File: src/rtl/ap_ctrl_watchdog.sv
`default_nettype none
// ============================================================================
// Module   : ap_ctrl_watchdog
// Brief    : ap_ctrl_hs run sequencer for the merger tree core with
//            watchdog-timeout abort, elapsed-cycle counter and timeout flag.
// Revision : 1.0 - initial release
// ============================================================================
module ap_ctrl_watchdog #(
    parameter int CNT_W        = 32,
    parameter int ABORT_CYCLES = 16
) (
    input  logic             aclk,
    input  logic             ap_rst_n,
    input  logic             ap_start,
    output logic             ap_ready,
    output logic             ap_done,
    output logic             ap_idle,
    output logic             core_start,
    input  logic             core_done,
    input  logic             time_out,
    output logic             core_abort,
    output logic [CNT_W-1:0] elapsed,
    output logic             timed_out
);

    localparam int                c_AB_W        = $clog2(ABORT_CYCLES + 1);
    localparam logic [c_AB_W-1:0] c_AB_LOAD     = c_AB_W'(ABORT_CYCLES);
    localparam logic [c_AB_W-1:0] c_AB_LAST     = c_AB_W'(1);
    localparam logic [CNT_W-1:0]  c_ELAPSED_MAX = '1;

    typedef enum logic [4:0] {
        S_IDLE  = 5'b00001,
        S_START = 5'b00010,
        S_RUN   = 5'b00100,
        S_ABORT = 5'b01000,
        S_DONE  = 5'b10000
    } state_t;

    state_t              r_state;
    state_t              w_state_nxt;
    logic [c_AB_W-1:0]   r_abort_cnt;
    logic [CNT_W-1:0]    r_elapsed;
    logic                r_timed_out;

    always_ff @(posedge aclk or negedge ap_rst_n) begin
        if (!ap_rst_n) begin
            r_state <= S_IDLE;
        end else begin
            r_state <= w_state_nxt;
        end
    end

    // core_done has priority over time_out when both land in the same RUN cycle
    always_comb begin
        w_state_nxt = r_state;
        case (r_state)
            S_IDLE:  if (ap_start) w_state_nxt = S_START;
            S_START: w_state_nxt = S_RUN;
            S_RUN: begin
                if (core_done) begin
                    w_state_nxt = S_DONE;
                end else if (time_out) begin
                    w_state_nxt = S_ABORT;
                end
            end
            S_ABORT: if (r_abort_cnt == c_AB_LAST) w_state_nxt = S_DONE;
            S_DONE:  w_state_nxt = S_IDLE;
            default: w_state_nxt = S_IDLE;
        endcase
    end

    always_ff @(posedge aclk or negedge ap_rst_n) begin
        if (!ap_rst_n) begin
            r_elapsed   <= '0;
            r_timed_out <= 1'b0;
            r_abort_cnt <= '0;
        end else begin
            case (r_state)
                S_START: begin
                    r_elapsed   <= '0;
                    r_timed_out <= 1'b0;
                end
                S_RUN: begin
                    if (r_elapsed != c_ELAPSED_MAX) begin
                        r_elapsed <= r_elapsed + CNT_W'(1);
                    end
                    if (!core_done && time_out) begin
                        r_timed_out <= 1'b1;
                        r_abort_cnt <= c_AB_LOAD;
                    end
                end
                S_ABORT: r_abort_cnt <= r_abort_cnt - c_AB_W'(1);
                default: ;
            endcase
        end
    end

    assign ap_idle    = (r_state == S_IDLE);
    assign ap_ready   = (r_state == S_START);
    assign core_start = (r_state == S_START);
    assign core_abort = (r_state == S_ABORT);
    assign ap_done    = (r_state == S_DONE);
    assign elapsed    = r_elapsed;
    assign timed_out  = r_timed_out;

endmodule
`default_nettype wire

File: config.mk
export PLATFORM = sky130hd
export DESIGN_NAME = ap_ctrl_watchdog
export DESIGN_NICKNAME = d
export VERILOG_FILES = /design/src/rtl/ap_ctrl_watchdog.sv
export SDC_FILE = /design/constraint.sdc
export NUM_CORES = 1
export LEC_CHECK = 0
export CORE_MARGIN = 3
export CORE_UTILIZATION = 45
export CTS_CLUSTER_DIAMETER = 50
export DETAILED_ROUTE_END_ITERATION = 8
export GPL_ROUTABILITY_DRIVEN = 0
export PLACE_DENSITY = 0.71
export RECOVER_POWER = 50
export SKIP_LAST_GASP = 1
export SLEW_MARGIN = 0
export SYNTH_ARGS = -nofsm -noshare
export SYNTH_HDL_FRONTEND = slang
export SYNTH_SLANG_ARGS = --single-unit
File: constraint.sdc
create_clock -name aclk -period 2.1 [get_ports aclk]
set_input_delay 0.42 -clock aclk [delete_from_list [all_inputs] [get_ports aclk]]
set_output_delay 0.42 -clock aclk [all_outputs]
set_load 0.05 [all_outputs]
# Yosys cells after proc, flatten, opt, wreduce, memory -nomap -nowiden
# Index checks and enable logic that the tools add are counted.
[op_classes]
n_addsub = 2
mux = 11
n_eq_ne = 12
n_reduce_logical = 8
[ops]
columns = ["operator", "count"]
rows = [
  ["case mux 32 bit (2 select lines)", 1],
  ["adder 32 x 1 -> 32 bit, second input constant", 1],
  ["2-to-1 mux 32 bit", 1],
  ["inequality test 32 bit, second input constant", 1],
  ["2-to-1 mux 5 bit", 5],
  ["case mux 5 bit (4 select lines)", 1],
  ["== test 5 x 1 -> 1 bit, second input constant", 2],
  ["case mux 5 bit (2 select lines)", 1],
  ["inequality test 2 bit, second input constant", 3],
  ["AND reduction 2 bit", 3],
  ["== test 5 x 2 -> 1 bit, second input constant", 1],
  ["== test 5 x 3 -> 1 bit, second input constant", 1],
  ["== test 5 x 4 -> 1 bit, second input constant", 1],
  ["== test 5 bit, second input constant", 1],
  ["subtractor 5 x 1 -> 5 bit, second input constant", 1],
  ["nonzero test 2 bit", 2],
  ["inequality test 3 bit, second input constant", 1],
  ["AND reduction 3 bit", 1],
  ["inequality test 2 x 1 -> 1 bit, second input constant", 1],
  ["case mux 1 bit (2 select lines)", 1],
  ["logical AND 1 bit", 1],
  ["zero test 1 bit", 1],
  ["2-to-1 mux 1 bit", 1],
]
[word_totals]
out_inout_bits = 38
inputBits = 5
word_cells = 37
regBits = 43

# Longest topological paths before layout
[depth]
ltp_word = 4
mapped_depth = 8
mapped_depth_nobuf = 7

# Worst setup path after synthesis
# OpenSTA, ideal clock, no wires.
[synth_timing]
path_kind = "reg2out"
start = "register r_state[2]"
end = "output ap_idle"
path_slack_ns = -0.292
arrival_ns = 1.972
required_time_ns = 1.680
stages_incl_launch_ff = 3
n_path_buf = 0
cell_sequence = "dfrtp_1 or3_1 nor3b_1"
[synth_via]
elab_chain_cells = 1
[synth_lines]
columns = ["item", "line_no", "source"]
rows = [
  ["start: declaration", "39", "state_t r_state;"],
  ["start signal: assignment", "49", "r_state <= w_state_nxt;"],
  ["== test 5 x 1 -> 1 bit", "98", "assign ap_idle = (r_state == S_IDLE);"],
  ["end: declaration", "17", "output logic ap_idle,"],
]
# No other way between the ends.

# Worst setup path in the final report
[layout_timing]
start = "register r_state[2]"
end = "output ap_ready"
[layout_via]
elab_chain_cells = 1
[layout_lines]
columns = ["item", "line_no", "source"]
rows = [
  ["== test 5 x 2 -> 1 bit", "99", "assign ap_ready = (r_state == S_START);"],
  ["end: declaration", "15", "output logic ap_ready,"],
]
# No other way between the ends.

==> impl_metrics.ini <==
[outcome]
outcome = finished with violations
violations = max-capacitance violations, max-slew violations, negative setup slack

[placement]
port_buffers = 42
placedCellCount = 393
hpwlAfterDp_um = 4310
dpl_cell_area_sq_um = 3070
dp_slack_ns = 0.00437

[global_routing]
grt_max_degree = 32
grtUsageTotal = 0.208
antenna_found_initial = 0
grt_pass1_wl_um = 10400
overflow = 0
grt_pass1_vias = 2199

[clock_tree]
clockBufferDepth = 2
cts_hold_buf = 0
cts_tree = done
clk_pin_slew_worst_paths_ns = 0.09
clock_sinks = 43
insertion_delay_ns = 0.29
clockRootBuffer = clkbuf_8
htreeDepth = 2
cts_buffers = 5

[detailed_routing]
first_pass_iters = 4
wl_um = 6450
drtIter0Drc = 169
wl_per_cell_um = 15.6
viasPerCell = 5.77
ant_nets = 0
drc = 0
via_count = 2393

[timing]
period_minus_slack_ns = 2.13
tightestPinTransition_ns = 1.75
setup_viol = 3
fmaxAchievable_mhz = 470
maxSlewViolCount = 32
hold_viol = 0
fin_hold_ws_ns = 0.486
rsz0062_at_grt = yes
fin_worst_skew_ns = 0.0139
min_period_over_period = 1.01
slew_headroom = -0.164
worst_slack_ns = -0.0275

[power]
power_density_nw_per_um2 = 737
power.leakage_uw = 0.00140
power.total_uw = 2470
ir_worst_vdd_uv = 481

[run]
maxCapViolCount = 1

[die]
rows = 25
dieArea_sq_um = 6210
die_w_um = 78.8
io_pins = 43
fp.dieH_um = 78.8
coreArea_sq_um = 4910
start_util = 0.486

[worst_setup_path]
cp_data_required_time_ns = 1.68
start_kind = register
worst-path-max-fanout = 5
critPathKind = reg2out
end_kind = output pin
worstPathArrival_ns = 1.71
r2r_slack_ns = -0.01

[logic_synthesis]
synth_cell_types = 39
syn_nets = 286
ys_dominant_reg_cell = dfrtp_1
ys_async_sr_fraction = 1.00
syn-cell-area_sq_um = 2390
syn_inst = 278
avgSynthCellArea_sq_um = 8.59
yosys_register_bits = 43
yosysSeqAreaShare = 0.451
yosys_warnings = 0
synth_enable_flop_cells = 0

[cells_and_area]
layoutNonFillerInstCount = 415
num-nets-final = 355
areaGrowthSynthToFinish_pct = 40.2
stdcell_area_sq_um = 3350
n_antenna_cell = 0
drive_gt1_frac = 0.227

[hold_path]
hold_class = reg2reg
-- path summary, 6_finish.rpt --
check / start / to / cells past startpoint
worst max register to register: elapsed[26] / elapsed[13] / 7
worst max-delay path: r_state[2] / ap_ready / 4
worst min-delay path: timed_out / timed_out / 2
worst min register to register: timed_out / timed_out / 2
max in group asynchronous: ap_rst_n / elapsed[5] / 1
min in group asynchronous: ap_rst_n / elapsed[2] / 1
-- critical path, cell delays in order (launching register included) --
cell	delay, ns
dfrtp_1	0.39
or3_4	0.37
or3b_4	0.41
inv_6	0.10
buf_12	0.13
-- state kept, by name, indices dropped and copies added (netlist names) --
| name | cells |
|---|---|
| r_abort_cnt | 5 |
| timed_out | 1 |
| r_state | 5 |
| elapsed | 32 |
-- through the flow --
step	TNS [ns]	utilization
floorplan	0	-
global placement	0	0.625
detailed placement	0	0.625
CTS	-0.0919	0.656
global route	-2.57	0.682
finish	-0.0620	0.682
-- what timing repair did --
item,in CTS,in global routing
gates cloned,1,2
gates resized for setup,4,17
buffers inserted,5,6
pin swaps,3,8
endpoints found under the setup margin,3,34
-- cell usage in the layout (no fill, tap or decap), drive strengths merged, types with 2 or more instances in the layout --
cell,instances
and4,4
nand2,21
nor4,3
nor3,9
clkdlybuf4s50,35
dfrtp,42
nand4,15
buf,31
or3,11
nor2,31
xor2,2
ha,3
inv,12
nand3,20
o21ai,48
a21o,4
clkbuf,13
a21oi,12
or3b,2
a22o,2
nor3b,3
o31ai,5
a31oi,5
and2,3
and3,5
-- per-layer routing --
layer	vias to the layer above	GRT usage	wire length, um
li1	1159	-	-
met1	1138	0.298	2910
met2	91	0.334	3090
met3	5	0.0306	415
met4	0	0.0498	42
met5	-	0	0
-- final cells by class --
cell class | count | area, sq um
tap | 67 | 83.8
multi-input combinational | 212 | 1300
clock inverter | 1 | 5.00
sequential | 43 | 1090
inverter | 12 | 50.0
clock buffer | 7 | 86.3
fill | 396 | 1560
timing repair buffer | 73 | 727
-- Yosys cell counts (2+ instances only) --
cell / count / area share
or3b_1: 2 / 0.0073
inv_1: 11 / 0.017
xor2_1: 2 / 0.0073
buf_2: 4 / 0.0084
nor3b_1: 3 / 0.0094
nor3_1: 8 / 0.017
o31ai_1: 5 / 0.016
or3_1: 10 / 0.026
a21oi_1: 12 / 0.025
nand2_1: 21 / 0.033
nand4_1: 14 / 0.037
and3_1: 5 / 0.013
nor2_1: 27 / 0.042
o21ai_1: 3 / 0.0063
and4_1: 4 / 0.015
a31oi_1: 5 / 0.013
o21ai_0: 45 / 0.094
nor4_1: 3 / 0.0079
ha_1: 3 / 0.016
dfrtp_1: 42 / 0.44
clkbuf_1: 4 / 0.0063
buf_4: 2 / 0.0063
nand3_1: 20 / 0.042
a21o_1: 4 / 0.013
a22o_1: 2 / 0.0073
and2_1: 3 / 0.0079
buf_6: 2 / 0.0094
-- cells by family after synthesis --
kind of cell,count (synthesis),synth area share
AND/OR/NAND/NOR,129,0.298
AO/OA/AOI/OAI,76,0.175
flip-flops,43,0.451
buffers and inverters,24,0.0493
XOR/XNOR,3,0.0110
adder cells (fa/ha/maj),3,0.0157
-- where the power goes --
group	total (uW)	switching, uW	leakage [uW]	internal (uW)
clock network	549	283	0.0000482	266
logic	920	497	0.000795	423
registers	998	78.6	0.000554	920
No activity file was read; power rests on OpenSTA's default activity.
